### config.mk
export PLATFORM = sky130hd
export DESIGN_NAME = gost89_ecb_stream
export DESIGN_NICKNAME = d
export VERILOG_FILES = /design/src/rtl/gost89_ecb_stream.sv
export SDC_FILE = /design/constraint.sdc
export NUM_CORES = 1
export LEC_CHECK = 0
export CAP_MARGIN = 20
export CORE_AREA = 2 2 159 114
export DETAILED_ROUTE_END_ITERATION = 10
export DIE_AREA = 0 0 161 116
export GPL_TIMING_DRIVEN = 0
export HOLD_SLACK_MARGIN = 0.06
export MAX_ROUTING_LAYER = met4
export PLACE_DENSITY_LB_ADDON = 0.2
export SLEW_MARGIN = 20
export SYNTH_ARGS = -nofsm -noshare
export SYNTH_HDL_FRONTEND = slang
export SYNTH_SLANG_ARGS = --single-unit
### constraint.sdc
create_clock -name clk -period 6.2 [get_ports clk]
set_input_delay 1.24 -clock clk [delete_from_list [all_inputs] [get_ports clk]]
set_output_delay 1.24 -clock clk [all_outputs]
set_load 0.005 [all_outputs]
### src/rtl/gost89_ecb_stream.sv
// Byte-stream wrapper around a 64-bit GOST 28147-89 ECB core: gathers 8 bytes (zero-padding
// a short final block), runs one core operation, then streams the 8 result bytes MSB first.
module gost89_ecb_stream #(
    parameter int WAIT_TIMEOUT = 64
) (
    input  logic        clk,
    input  logic        reset,
    input  logic [7:0]  in_data,
    input  logic        in_valid,
    output logic        in_ready,
    input  logic        in_last,
    output logic [7:0]  out_data,
    output logic        out_valid,
    input  logic        out_ready,
    output logic        out_last,
    output logic        core_load,
    output logic [63:0] core_in,
    input  logic [63:0] core_out,
    input  logic        core_busy,
    output logic        err
);
    localparam int TW = $clog2(WAIT_TIMEOUT + 1);

    typedef enum logic [2:0] {FILL, LOAD, WAIT_HI, WAIT_LO, DRAIN} state_t;

    state_t          state_reg, state_next;
    logic [63:0]     in_shift_reg, out_shift_reg;
    logic [2:0]      byte_cnt_reg, out_cnt_reg;
    logic            last_reg, err_reg;
    logic [TW-1:0]   tmo_cnt_reg;

    logic            in_fire, out_fire, tmo_hit, block_end;
    logic [63:0]     shifted, padded;
    logic [2:0]      pad_bytes;

    assign in_fire   = in_valid && (state_reg == FILL);
    assign out_fire  = out_ready && (state_reg == DRAIN);
    assign tmo_hit   = (tmo_cnt_reg == TW'(WAIT_TIMEOUT - 1));
    assign block_end = in_fire && (in_last || byte_cnt_reg == 3'd7);

    // A short final block is left-aligned, so its unfilled low bytes come out as zero.
    assign shifted   = {in_shift_reg[55:0], in_data};
    assign pad_bytes = 3'd7 - byte_cnt_reg;
    assign padded    = shifted << {pad_bytes, 3'b000};

    always_ff @(posedge clk or posedge reset) begin
        if (reset) state_reg <= FILL;
        else       state_reg <= state_next;
    end

    always_comb begin
        state_next = state_reg;
        case (state_reg)
            FILL:    if (block_end) state_next = LOAD;
            LOAD:    state_next = WAIT_HI;
            WAIT_HI: if (core_busy) state_next = WAIT_LO;
                     else if (tmo_hit) state_next = FILL;
            WAIT_LO: if (!core_busy) state_next = DRAIN;
                     else if (tmo_hit) state_next = FILL;
            DRAIN:   if (out_fire && out_cnt_reg == 3'd7) state_next = FILL;
            default: state_next = FILL;
        endcase
    end

    always_comb begin
        in_ready  = 1'b0;
        core_load = 1'b0;
        out_valid = 1'b0;
        out_last  = 1'b0;
        case (state_reg)
            FILL:  in_ready  = 1'b1;
            LOAD:  core_load = 1'b1;
            DRAIN: begin
                out_valid = 1'b1;
                out_last  = last_reg && (out_cnt_reg == 3'd7);
            end
            default: ;
        endcase
        out_data = out_shift_reg[63:56];
        core_in  = in_shift_reg;
        err      = err_reg;
    end

    always_ff @(posedge clk or posedge reset) begin
        if (reset) begin
            in_shift_reg  <= '0;
            out_shift_reg <= '0;
            byte_cnt_reg  <= '0;
            out_cnt_reg   <= '0;
            last_reg      <= 1'b0;
            err_reg       <= 1'b0;
            tmo_cnt_reg   <= '0;
        end else begin
            case (state_reg)
                FILL: if (in_fire) begin
                    in_shift_reg <= in_last ? padded : shifted;
                    byte_cnt_reg <= block_end ? 3'd0 : byte_cnt_reg + 3'd1;
                    if (in_last) last_reg <= 1'b1;
                end
                LOAD: tmo_cnt_reg <= '0;
                WAIT_HI: begin
                    if (core_busy) begin
                        tmo_cnt_reg <= '0;
                    end else if (tmo_hit) begin
                        err_reg      <= 1'b1;
                        byte_cnt_reg <= '0;
                        last_reg     <= 1'b0;
                    end else begin
                        tmo_cnt_reg <= tmo_cnt_reg + TW'(1);
                    end
                end
                WAIT_LO: begin
                    if (!core_busy) begin
                        out_shift_reg <= core_out;
                        out_cnt_reg   <= '0;
                    end else if (tmo_hit) begin
                        err_reg      <= 1'b1;
                        byte_cnt_reg <= '0;
                        last_reg     <= 1'b0;
                    end else begin
                        tmo_cnt_reg <= tmo_cnt_reg + TW'(1);
                    end
                end
                DRAIN: if (out_fire) begin
                    out_shift_reg <= {out_shift_reg[55:0], 8'h00};
                    out_cnt_reg   <= out_cnt_reg + 3'd1;
                    if (out_cnt_reg == 3'd7) begin
                        byte_cnt_reg <= '0;
                        last_reg     <= 1'b0;
                    end
                end
                default: ;
            endcase
        end
    end
endmodule

======== Word-level counts from Yosys, hierarchy flattened ========
Cells that the tools add are included.
storage, ports and cells
  bits in registers ....................... 146
  input port bits ......................... 78
  word-level logic and storage cells ...... 88
operators by class
  $add $sub $neg .......................... 4
  equality and inequality tests ........... 16
  shifts and indexed selects .............. 1
  muxes and demuxes ....................... 41
  reductions and logical operators ........ 18
operator list
  operator                                                                 count
  64-bit 2-to-1 mux                                                        3
  64-bit case mux with 2 select lines                                      1
  64-bit by 6-bit left shift with 64-bit output                            1
  3-bit 2-to-1 mux                                                         14
  7-bit 2-to-1 mux                                                         3
  7-bit case mux with 3 select lines                                       1
  3-bit case mux with 5 select lines                                       1
  1-bit 2-to-1 mux                                                         14
  2-bit inequality test, second input constant                             7
  3-bit case mux with 4 select lines                                       1
  3-bit == test, second input constant                                     3
  7-bit by 1-bit adder with 7-bit output, second input constant            1
  7-bit by 6-bit == test with 1-bit output, second input constant          1
  7-bit AND reduction                                                      1
  3-bit by 1-bit adder with 3-bit output, second input constant            2
  3-bit by 2-bit == test with 1-bit output, second input constant          2
  3-bit case mux with 2 select lines                                       1
  2-bit AND reduction                                                      3
  3-bit AND reduction                                                      2
  6-bit AND reduction                                                      1
  1-bit logical AND                                                        5
  2-bit by 1-bit inequality test with 1-bit output, second input constant  2
  1-bit case mux with 4 select lines                                       1
  2-bit nonzero test                                                       2
  7 further kinds                                                          7

======== Depth between registers and ports, before layout ========
Gate-level depths: netlist (run 1).
  depth after elaboration ................. 6
  mapped depth ............................ 8
  gate-level depth less buffers ........... 6

======== Worst setup path before layout (run 1) ========
OpenSTA, ideal clock, no wires.
  kind .................................... register to output
  start ................................... register state_reg[1]
  end ..................................... output port out_last
  arrival time ............................ 1341 ps
  path slack .............................. 3619 ps
  stages on the path, launching flop included .. 6
  buffers on the path ..................... 1
  cells stage by stage .................... dfrtp_1 > nor2_2 > nand2_2 > inv_2 > buf_2 > and3_1
on the way
  longest elaborated chain between the ends .. 2
RTL lines
  what                      RTL line  source
  start: declaration        26        state_t state_reg, state_next;
  start signal: assignment  48        else state_reg <= state_next;
  3-bit == test             70        case (state_reg)
  1-bit 2-to-1 mux          70
  end: declaration          15        output logic out_last,
Every way passes these cells.

======== Worst setup path in the final report (run 1) ========
Ends and elaborated chain as after synthesis.

==> results of run 1 <==
-- worst max-delay path: cells and delay by family (launching register included) --
family | cells | cell delay, ps
flip-flops | 1 | 460
AND/OR/NAND/NOR | 3 | 700
buffers and inverters | 3 | 1060
-- cell families after synthesis --
logic type      Yosys count
compound gates          230
xor+xnor                  1
fa+ha+maj                 5
buf+inv                  84
flops                   146
mux                     140
simple gates            233
-- power by group through the flow --
| stage | clock network [mW] | logic [mW] | registers [mW] |
|---|---|---|---|
| final | 1.01 | 2.40 | 1.92 |
| after global routing | 1.05 | 2.62 | 1.96 |
| after CTS | 1.01 | 2.38 | 1.88 |
| after detailed placement | 0 | 2.37 | 1.89 |
| after global placement | 0 | 2.33 | 1.88 |
| after floorplan | 0 | 1.48 | 1.70 |
-- cell usage in the layout, fill, tap and decap left out, types with 4 or more instances in the layout --
| cell type | count |
|---|---|
| sky130_fd_sc_hd__nand2b_1 | 11 |
| sky130_fd_sc_hd__nor2b_1 | 9 |
| sky130_fd_sc_hd__o21ai_0 | 80 |
| sky130_fd_sc_hd__a22oi_1 | 10 |
| sky130_fd_sc_hd__nand2_1 | 106 |
| sky130_fd_sc_hd__dfrtp_1 | 146 |
| sky130_fd_sc_hd__a22o_1 | 18 |
| sky130_fd_sc_hd__inv_8 | 4 |
| sky130_fd_sc_hd__nand3_1 | 15 |
| sky130_fd_sc_hd__a21oi_1 | 21 |
| sky130_fd_sc_hd__a2bb2oi_1 | 8 |
| sky130_fd_sc_hd__a211oi_1 | 23 |
| sky130_fd_sc_hd__mux4_2 | 25 |
| sky130_fd_sc_hd__ha_1 | 5 |
| sky130_fd_sc_hd__clkbuf_1 | 32 |
| sky130_fd_sc_hd__mux2i_1 | 75 |
| sky130_fd_sc_hd__a221o_1 | 7 |
| sky130_fd_sc_hd__mux2_2 | 40 |
| sky130_fd_sc_hd__inv_6 | 5 |
| sky130_fd_sc_hd__nor2_1 | 58 |
| sky130_fd_sc_hd__o21a_1 | 4 |
| sky130_fd_sc_hd__buf_2 | 35 |
| sky130_fd_sc_hd__o21ai_1 | 16 |
| sky130_fd_sc_hd__a32o_1 | 7 |
| sky130_fd_sc_hd__clkbuf_16 | 17 |
| sky130_fd_sc_hd__clkdlybuf4s50_1 | 153 |
| sky130_fd_sc_hd__nor3_1 | 16 |
| sky130_fd_sc_hd__buf_4 | 8 |
| sky130_fd_sc_hd__buf_1 | 6 |
| sky130_fd_sc_hd__a221oi_1 | 17 |
| sky130_fd_sc_hd__clkinv_4 | 4 |
-- per-layer routing --
layer,part of all wire,vias up,routed length [µm]
met5,0,-,0
met4,0.012,0,318
met3,0.11,31,2940
met2,0.41,396,11200
met1,0.47,3777,12700
li1,-,3461,-
-- area by class of cell --
class / count / area [µm²]
Sequential cell: 146 / 3650
Inverter: 3 / 18.8
Buffer: 81 / 378
Clock inverter: 15 / 144
Multi-Input combinational cell: 609 / 4390
Tap cell: 231 / 289
Fill cell: 1408 / 6160
Clock buffer: 17 / 425
Timing Repair Buffer: 154 / 1560
-- per-stage QoR --
| step | instances | util |
|---|---|---|
| after CTS | 1256 | 0.638 |
| after global routing | 1256 | 0.638 |
| final | 1256 | 0.638 |
| after floorplan | 839 | - |
| after global placement | 1223 | 0.603 |
| after detailed placement | 1224 | 0.605 |
-- final timing paths --
kind	start	to	slack (ps)	cells past startpoint
worst min-delay path	out_shift_reg[3]$_DFFE_PP0P_	out_shift_reg[3]$_DFFE_PP0P_	480	2
min in group asynchronous	reset	core_in[0]$_DFFE_PP0P_	1240	2
worst min register to register	out_shift_reg[3]$_DFFE_PP0P_	out_shift_reg[3]$_DFFE_PP0P_	480	2
worst max register to register	state_reg[2]$_DFFE_PP0P_	core_in[54]$_DFFE_PP0P_	3860	7
worst max-delay path	state_reg[1]$_DFFE_PP0P_	out_last	2310	6
max in group asynchronous	reset	byte_cnt_reg[2]$_DFFE_PP0P_	4160	3
==> results.md, run 1 <==
* 10.1 µm² — average cell area after synthesis
* 6.10 — post-DR vias/cell
* 258 µV — highest ir drop seen on vdd
* sky130_fd_sc_hd__dfrtp_1 — cell taking the most area after synthesis
* 28.7% — synthesis-to-layout area growth
* 0 — Max Slew Vio Count
* 42,400 µm — first-pass GRT wire length
* 0 — setup repair bufs after CTS
* 7,665 — total vias in the final route
* sky130_fd_sc_hd__dfrtp_1 — top_reg_cell synth
* 17,000 µm² — Core Area
* 2650 ps — arrival time worst endpoint
* 12.3 ps — Fin Clk Skew
* 1.00 — async set-or-reset flop fraction in the synthesized netlist
* 21.7 µm — DR WL/cell
* 0 — Post-CTS Hold Fix Bufs
* 0 — setup-violating endpoint count in the final report
* 146 x sky130_fd_sc_hd__dfrtp_1, 106 x sky130_fd_sc_hd__nand2_1, 80 x sky130_fd_sc_hd__o21ai_0 — most frequent cells after synthesis
* 8430 µm² — post-synthesis instance area
* 1.03 — final RePlAce weighted congestion
* 0 — maximum capacitance violations
* 27,200 µm — total detailed-routing wirelength
* 60 ps — clock slew at the register clock pins of the worst setup and hold paths
* 3.15 mW — Int Power
* 4960 ps — WP data required
* 10 — peak fanout along the critical path
* 0 — number of enable flip-flop cells after synthesis
* 922 — Syn Nets
* 866 ps — actual slew at the worst max-slew pin
* reg2reg — Hold Crit Class
* 0 — hold violation total from the final report
* 0 — GR Overflow Total
* 7,282 — via count of the first global-routing pass
* 0.147 — ratio of cells with drive above 1 in the final layout
* 20,300 µm — half-perimeter wire length after placement
* 0.408 — switching share of total power
* multiplexers — dominant combinational cell family by area after synthesis
* 0.496 — starting density of the core
* 146 — synthesis-stage register bit count
* 0.209 — post-synthesis mux area share
* 440 ps — clock latency on the worst-skew pair
* 1,095 — final layout net count
* 53 — count of distinct cell types in the synthesized netlist
* 0 — # resized after CTS
* 3890 ps — min Tclk post-route
* 0 — Residual DRC
* 0 — Final ANT Viol Nets
* 839 — Syn Inst Count
* met1 — layer with the highest usage after global routing
* 4.36 nW — leakage dissipation
* 2310 ps — final setup slack of the worst path
* 0.423 — worst slew margin relative to its limit
* nor2_2 > nand2_2 > inv_2 > buf_2 > and3_1 > clkdlybuf4s50_1 — cell breakdown of the critical path
* 482 ps — worst hold slack across all endpoints
* 2 — CTS Buffer Depth
* 520 ps — Critical Path Max Stage Delay
* 490 nW/µm² — power per unit of standard cell area
* reg2out — class of the most critical setup path
* 0.628 — share of the clock period used by the worst path after layout
* 0.433 — top-area cell type share of the netlist area
* sky130_fd_sc_hd__dfrtp_1 — most instantiated library cell after synthesis
* 0.450 — Combinational Power Share
* 0.0988 — met3 layer usage reported by global route
* 0 — initial antenna violation count
* 10,900 µm² — post-route cell area
* 257 MHz — highest attainable clock frequency
* 146 — Sinks on Clock Net
* 2.17 mW — total net switching power
* flip-flop — critical path launch point type
* 0.182 — share of the synthesized area in compound gates (AO/OA/AOI/OAI)
* 0.310 — total track usage
* 0.121 — Simple-Gate Fraction of Synth Area
* 0.360 — share of total power in sequential cells
* 0.459 — met1 Usage GRT
* 0 — number of diodes
* 10,300 µm² — placed standard-cell area
* 83 — pin count of the biggest net entering global routing
* 153 — Port Buffers
* 5.32 mW — post-layout power
* sky130_fd_sc_hd__clkdlybuf4s50_1 — cell type of the slowest stage on the worst timing path
* 0.433 — portion of the post-synthesis area used by sequential elements
* 0.412 — met2 Track Usage GR
* 155 — Top-Level Pins
* 0.00104 — post-synthesis xor/xnor area fraction
* 17 — CTS buffer count
* complete, no violations — status
* 0.189 — part of the power in the clock network
* 0.00742 — Adder-Cell Fraction of Synth Area
* 18,700 µm² — area of the die
* 40 — total number of placement rows
* 0 ps — total negative slack for setup checks
* 2750 ps — worst slack at placement
* sky130_fd_sc_hd__dfrtp_1 43%, sky130_fd_sc_hd__mux2i_1 8.9%, sky130_fd_sc_hd__mux4_2 6.7% — top cells by area, synth
* 796 — DRC marker count from the first detailed-route iteration
* 4 — count of H-tree levels built during CTS
* 161 µm — die extent in x
* sky130_fd_sc_hd__clkbuf_16 — clock tree root buffer cell
* false — setup repair after global routing missed its margin
* 116 µm — die height
* output port — Crit. End Element
* yes — clock tree from TritonCTS
* 0 — number of synthesis warnings
* 5 — number of detailed-routing iterations run before antenna repair
Power figures use the tool's default switching activity.
==> run 2: changes to the inputs <==
Settings changed: CORE_AREA 2 2 159 114 to 2 2 162 116, DIE_AREA 0 0 161 116 to 0 0 164 118.
Clock period 6.2 ns to 3.12 ns, I/O delays scaled along.
==> run 2 against run 1 <==
Effect of this change:
- hold slack got worse by 2.3 ps
- sequential share of layout area is 0.44 points lower
- worst setup slack lost 2200 ps
- cell count up 0.72%
- routed wire length up 1.0%
- critical path type unchanged
- largest power group unchanged
- highest routed layer unchanged
==> results.md, run 2 (synthesis results as in run 1) <==
* sky130_fd_sc_hd__clkdlybuf4s50_1 — most common cell after layout, fill and taps aside
* 21.7 µm — DR WL/cell, +0.33%
* 41 — total number of placement rows, +2.5%
* 0 — initial antenna violation count, unchanged
* 480 ps — worst hold slack across all endpoints, -2.32 ps
* 43,000 µm — first-pass GRT wire length, +1.4%
* 1,233 — number of cells in the design after placement, +0.74%
* 0.474 — starting density of the core, -0.0218
* 146 — Sinks on Clock Net, unchanged
* 0 ps — total negative slack for setup checks, unchanged
* 0.151 — ratio of cells with drive above 1 in the final layout, +0.00331
* 17,800 µm² — Core Area, +4.6%
* 4400 µm² — area of combinational cells with multiple inputs, +0.23%
* yes — clock tree from TritonCTS
* 17 — CTS buffer count, unchanged
* 0 — GR Overflow Total, unchanged
* reg2out — class of the most critical setup path
* 1,502 — filler cell count in the final layout, +6.7%
* 10 — peak fanout along the critical path, unchanged
* 10.7 mW — post-layout power, +100%
* complete, no violations — status
* 30.4% — synthesis-to-layout area growth
* 155 — Top-Level Pins, unchanged
* 0.301 — total track usage, -0.00961
* 4.43 nW — leakage dissipation, +1.6%
* 332 MHz — highest attainable clock frequency
* 164 µm — die extent in x, +1.9%
* 0 — Final ANT Viol Nets, unchanged
* 29 — pin count of the biggest net entering global routing, -65%
* 10,400 µm² — placed standard-cell area, +0.88%
* 2500 ps — WP data required, -2460 ps
* 0.966 — share of the clock period used by the worst path after layout
* 833 — DRC marker count from the first detailed-route iteration, +4.6%
* 153 — Port Buffers, unchanged
* 11,200 µm — met2 wire len, +0.28%
* 0 — setup repair bufs after CTS, unchanged
* 0 — setup-violating endpoint count in the final report, unchanged
* 7,654 — total vias in the final route, -0.14%
* 0 — number of diodes, unchanged
* 0.233 — worst slew margin relative to its limit, -0.190
* false — setup repair after global routing missed its margin
* 5 — path depth of the worst reg2reg path, -2
* output port — Crit. End Element
* 19,400 µm² — area of the die, +3.6%
* 153 x sky130_fd_sc_hd__clkdlybuf4s50_1, 146 x sky130_fd_sc_hd__dfrtp_1, 106 x sky130_fd_sc_hd__nand2_1 — highest-count cells in the layout ignoring fill and taps
* 12,500 µm — met1 WL, -1.7%
* 440 ps — clock latency on the worst-skew pair, about the same
* 14.8 ps — Fin Clk Skew, +2.54 ps
* 70 ps — clock slew at the register clock pins of the worst setup and hold paths, about the same
* 0.356 — share of total power in sequential cells, -0.004
* 1,099 — final layout net count, +0.37%
* 0 — hold violation total from the final report, unchanged
* 7,492 — via count of the first global-routing pass, +2.9%
* sky130_fd_sc_hd__clkbuf_16 — clock tree root buffer cell
* 6.30 mW — Int Power, +100%
* 11,000 µm² — post-route cell area, +1.3%
* 5 — number of detailed-routing iterations run before antenna repair, unchanged
* 1 — Worst Hold Path Cells, -1
* 4 — count of H-tree levels built during CTS, unchanged
* reg2reg — Hold Crit Class
* 0.410 — switching share of total power, +0.00202
* 0.195 — part of the power in the clock network, +0.006
* 2390 ps — arrival time worst endpoint, -260 ps
* 0.449 — Combinational Power Share, about the same
* 348 µV — highest ir drop seen on vdd, +35%
* 1,265 — Cell Count, Final, Fillers Out, +0.72%
* 0 — maximum capacitance violations, unchanged
* 3020 ps — min Tclk post-route
* 0 — Max Slew Vio Count, unchanged
* flip-flop — critical path launch point type
* 6.05 — post-DR vias/cell, -0.85%
* 27,500 µm — total detailed-routing wirelength, +1.0%
* 1150 ps — actual slew at the worst max-slew pin, +285 ps
* 3650 µm² — register cell area after layout, unchanged
* 0 — Residual DRC, unchanged
* 1.03 — final RePlAce weighted congestion, -0.15%
* met4 — max layer used
* 4.38 mW — total net switching power, +100%
* 2 — CTS Buffer Depth, unchanged
* 3260 µm — Met3 Routed Length, +11%
* 118 µm — die height, +1.7%
* 971 nW/µm² — power per unit of standard cell area, +98%
* 20,300 µm — half-perimeter wire length after placement, about the same
-- run 2: power by group through the flow --
stage / logic [mW] / clock network, mW / registers [mW]
final: 4.80 / 2.08 / 3.80
after global routing: 5.22 / 2.18 / 3.88
after CTS: 4.77 / 2.10 / 3.72
after detailed placement: 4.73 / 0 / 3.74
after global placement: 4.62 / 0 / 3.71
after floorplan: 2.95 / 0 / 3.37
-- run 2: metal layers --
metal,GRT usage,vias up
met5,-,-
met4,0.0883,0
met3,0.103,45
met2,0.389,432
met1,0.441,3717
li1,-,3460
-- run 2: stage by stage --
stage / util / setup slack, ps
after CTS: 0.618 / 49.8
after floorplan: - / 663
after global routing: 0.618 / 24.9
final: 0.618 / 105
after detailed placement: 0.583 / 288
after global placement: 0.577 / -737
-- run 2: cell type report --
type / instances / area share
buffer: 81 / 0.0346
clock buffer: 17 / 0.0387
clock inverter: 15 / 0.0165
inverter: 3 / 0.00159
multi-input combinational: 609 / 0.400
sequential: 146 / 0.332
tap: 236 / 0.0268
timing repair buffer: 158 / 0.150
-- run 2: worst max-delay path, cell delays in order (launching register included) --
cell and delay, ps:
sky130_fd_sc_hd__dfrtp_1 480, sky130_fd_sc_hd__nor2_4 240, sky130_fd_sc_hd__nand2_4 150, sky130_fd_sc_hd__inv_4 170, sky130_fd_sc_hd__buf_4 220, sky130_fd_sc_hd__and3_1 170
sky130_fd_sc_hd__clkdlybuf4s50_1 520
-- run 2: what timing repair did --
action	CTS	global route
resized for setup	3	1
endpoints found under the setup margin	2	1
hold buffers	0	0
-- run 2: worst paths after layout --
path | startpoint | to | slack [ps]
min | core_in[56]$_DFFE_PP0P_ | core_in[56]$_DFFE_PP0P_ | 480
min in group asynchronous | reset | tmo_cnt_reg[4]$_DFFE_PP0P_ | 600
max in group asynchronous | reset | core_in[29]$_DFFE_PP0P_ | 1560
max | state_reg[1]$_DFFE_PP0P_ | out_last | 100
max reg2reg | byte_cnt_reg[2]$_DFFE_PP0P_ | core_in[4]$_DFFE_PP0P_ | 500
min reg2reg | core_in[56]$_DFFE_PP0P_ | core_in[56]$_DFFE_PP0P_ | 480
==> run 3: changes to the inputs <==
Settings changed: CORE_AREA 2 2 162 116 to 2 2 136 138, CTS_BUF_LIST set to sky130_fd_sc_hd__clkbuf_8 sky130_fd_sc_hd__clkbuf_16, DIE_AREA 0 0 164 118 to 0 0 138 140, HOLD_SLACK_MARGIN 0.06 to 0.1.
==> run 3 against run 2 <==
Effect of this change:
- clock-buffer cell count stayed put
- cell count fell by 0.40%
- total power is 0.25% lower
- die area is 0.17% lower
- critical path depth is the same
- hold slack gained 1.1 ps
- largest power group unchanged
==> results.md, run 3 (synthesis results as in run 1) <==
* 153 x sky130_fd_sc_hd__clkdlybuf4s50_1, 146 x sky130_fd_sc_hd__dfrtp_1, 106 x sky130_fd_sc_hd__nand2_1 — highest-count cells in the layout ignoring fill and taps
* 1,530 — filler cell count in the final layout, +1.9%
* 6 — number of detailed-routing iterations run before antenna repair, +1
* 0.0933 — met3 layer usage reported by global route, -0.00991
* 43,400 µm — first-pass GRT wire length, +0.93%
* 9.04 ps — Fin Clk Skew, -5.80 ps
* 0 — GR Overflow Total, unchanged
* 155 — Top-Level Pins, unchanged
* 0 — Final ANT Viol Nets, unchanged
* 0 — Max Slew Vio Count, unchanged
* nor2_4 > nand2_2 > inv_4 > buf_4 > and3_1 > clkdlybuf4s50_1 — cell breakdown of the critical path
* 0 — Residual DRC, unchanged
* 1,101 — final layout net count, +0.18%
* 0.959 — final RePlAce weighted congestion, -6.8%
* 969 nW/µm² — power per unit of standard cell area, -0.23%
* reg2reg — Hold Crit Class
* 430 ps — clock latency on the worst-skew pair, about the same
* sky130_fd_sc_hd__clkdlybuf4s50_1 — most common cell after layout, fill and taps aside
* 0 — number of diodes, unchanged
* 19,200 µm — half-perimeter wire length after placement, -5.4%
* reg2out — class of the most critical setup path
* 6.15 — post-DR vias/cell, +1.7%
* 30.4% — synthesis-to-layout area growth, about the same
* 172 ps — worst slack at placement, -116 ps
* output port — Crit. End Element
* 0.299 — total track usage, -0.00155
* 17 — CTS buffer count, unchanged
* 10.7 mW — post-layout power, -0.25%
* state_reg[1]$_DFFE_PP0P_ — launching instance or port of the critical path
* 1,226 — number of cells in the design after placement, -0.57%
* 0 — Post-CTS Hold Fix Bufs, unchanged
* 333 MHz — highest attainable clock frequency, +0.31%
* 34 — pin count of the biggest net entering global routing, +17%
* 3 — Worst Path Buf+Inv, unchanged
* sky130_fd_sc_hd__clkbuf_16 — clock tree root buffer cell
* 510 ps — Critical Path Max Stage Delay, about the same
* 19,300 µm² — area of the die, -0.17%
* 1,260 — Cell Count, Final, Fillers Out, -0.40%
* 4 — count of H-tree levels built during CTS, unchanged
* 10 — peak fanout along the critical path, unchanged
* 146 — Sinks on Clock Net, unchanged
* 2 — CTS Buffer Depth, unchanged
* flip-flop — critical path launch point type
* 897 ps — actual slew at the worst max-slew pin, -254 ps
* 49 — total number of placement rows, +20%
* false — setup repair after global routing missed its margin
* 17,800 µm² — Core Area, -0.12%
* 153 — Port Buffers, unchanged
* 2380 ps — arrival time worst endpoint, about the same
* 3010 ps — min Tclk post-route, -9.43 ps
* 138 µm — die extent in x, -16%
* 4.43 nW — leakage dissipation, -0.17%
* 0 — hold violation total from the final report, unchanged
* 7,612 — via count of the first global-routing pass, +1.6%
* 0.389 — met1 Usage GRT, -0.0524
* buffers and inverters — Worst path top cell family by delay
* 0 — initial antenna violation count, unchanged
* 0 — setup-violating endpoint count in the final report, unchanged
* 0.402 — worst slew margin relative to its limit, +0.169
* 28,000 µm — total detailed-routing wirelength, +1.7%
* 22.2 µm — DR WL/cell, +2.1%
* 0.154 — ratio of cells with drive above 1 in the final layout, +0.00359
* yes — clock tree from TritonCTS
* 481 ps — worst hold slack across all endpoints, +1.11 ps
* met2 — layer with the highest usage after global routing
* 0.963 — share of the clock period used by the worst path after layout, -0.00302
* 0.446 — met2 Track Usage GR, +0.0566
* 60 ps — clock slew at the register clock pins of the worst setup and hold paths, about the same
* 114 ps — final setup slack of the worst path, +9.43 ps
* 473 µV — highest ir drop seen on vdd, +36%
* 0.474 — starting density of the core, +0.000567
* 2500 ps — WP data required, about the same
* 140 µm — die height, +19%
* out_shift_reg[21]$_DFFE_PP0P_ — critical hold path startpoint
* complete, no violations — status
* 0 ps — total negative slack for setup checks, unchanged
* 702 — DRC marker count from the first detailed-route iteration, -16%
* sky130_fd_sc_hd__clkdlybuf4s50_1 — cell type of the slowest stage on the worst timing path
* state_reg[1]$_DFFE_PP0P_ — startpoint of the worst register-to-register path
* 7,754 — total vias in the final route, +1.3%
* 0 — maximum capacitance violations, unchanged
[run 3: cell types whose count changed in the layout (fill, tap and decap cells not counted), moves of 2 or more]
cell / before / now
sky130_fd_sc_hd__clkinv_4: 1 / 5
sky130_fd_sc_hd__bufinv_16: 0 / 2
sky130_fd_sc_hd__clkinv_8: 5 / 1
sky130_fd_sc_hd__buf_4: 9 / 12
sky130_fd_sc_hd__inv_8: 5 / 1
sky130_fd_sc_hd__clkinvlp_4: 1 / 3
[run 3: power by group]
| group | internal (mW) | switching [mW] |
|---|---|---|
| Sequential | 2.72 | 0.931 |
| Clock | 1.20 | 0.889 |
| Combinational | 2.51 | 2.40 |
[run 3: stage by stage]
| stage | util | cell area (µm²) |
|---|---|---|
| final | 0.619 | 11000 |
| after global routing | 0.619 | 11000 |
| after CTS | 0.617 | 11000 |
| after detailed placement | 0.583 | 10400 |
| after global placement | 0.577 | 10300 |
| after floorplan | - | 8440 |
[run 3: what timing repair did]
action / CTS / global route
pin swaps: 0 / 1
setup endpoints to repair: 1 / 1
gates cloned: 0 / 0
endpoints found under the hold margin: 0 / 0
setup buffers: 0 / 3
gates resized for setup: 2 / 1
[run 3: worst register-to-register path, stage by stage, from the launching register on]
cell,delay [ps]
sky130_fd_sc_hd__dfrtp_1,470
sky130_fd_sc_hd__nor3_1,290
sky130_fd_sc_hd__nand2_1,190
sky130_fd_sc_hd__nor2_1,650
sky130_fd_sc_hd__clkbuf_1,700
sky130_fd_sc_hd__a211oi_1,200
[run 3: final timing paths]
path	cells past startpoint	slack, ps	endpoint
min in group asynchronous	2	540	out_shift_reg[58]$_DFFE_PP0P_
worst min register to register	2	480	out_shift_reg[21]$_DFFE_PP0P_
worst max register to register	5	450	core_in[42]$_DFFE_PP0P_
worst max-delay path	6	110	out_last
max in group asynchronous	5	1640	core_in[49]$_DFFE_PP0P_
worst min-delay path	2	480	out_shift_reg[21]$_DFFE_PP0P_
[run 3: cell type report]
class,instances,area [µm²],area share
Multi-Input combinational cell,609,4400,0.400
Sequential cell,146,3650,0.332
Timing Repair Buffer,161,1660,0.151
Clock buffer,17,425,0.0387
Buffer,80,377,0.0342
Tap cell,229,287,0.0260
Clock inverter,15,178,0.0162
Inverter,3,17.5,0.00159
[run 3: layer usage]
| metal | vias up | wire length, µm |
|---|---|---|
| li1 | 3475 | - |
| met1 | 3771 | 11500 |
| met2 | 445 | 12700 |
| met3 | 63 | 3040 |
| met4 | 0 | 739 |
| met5 | - | 0 |
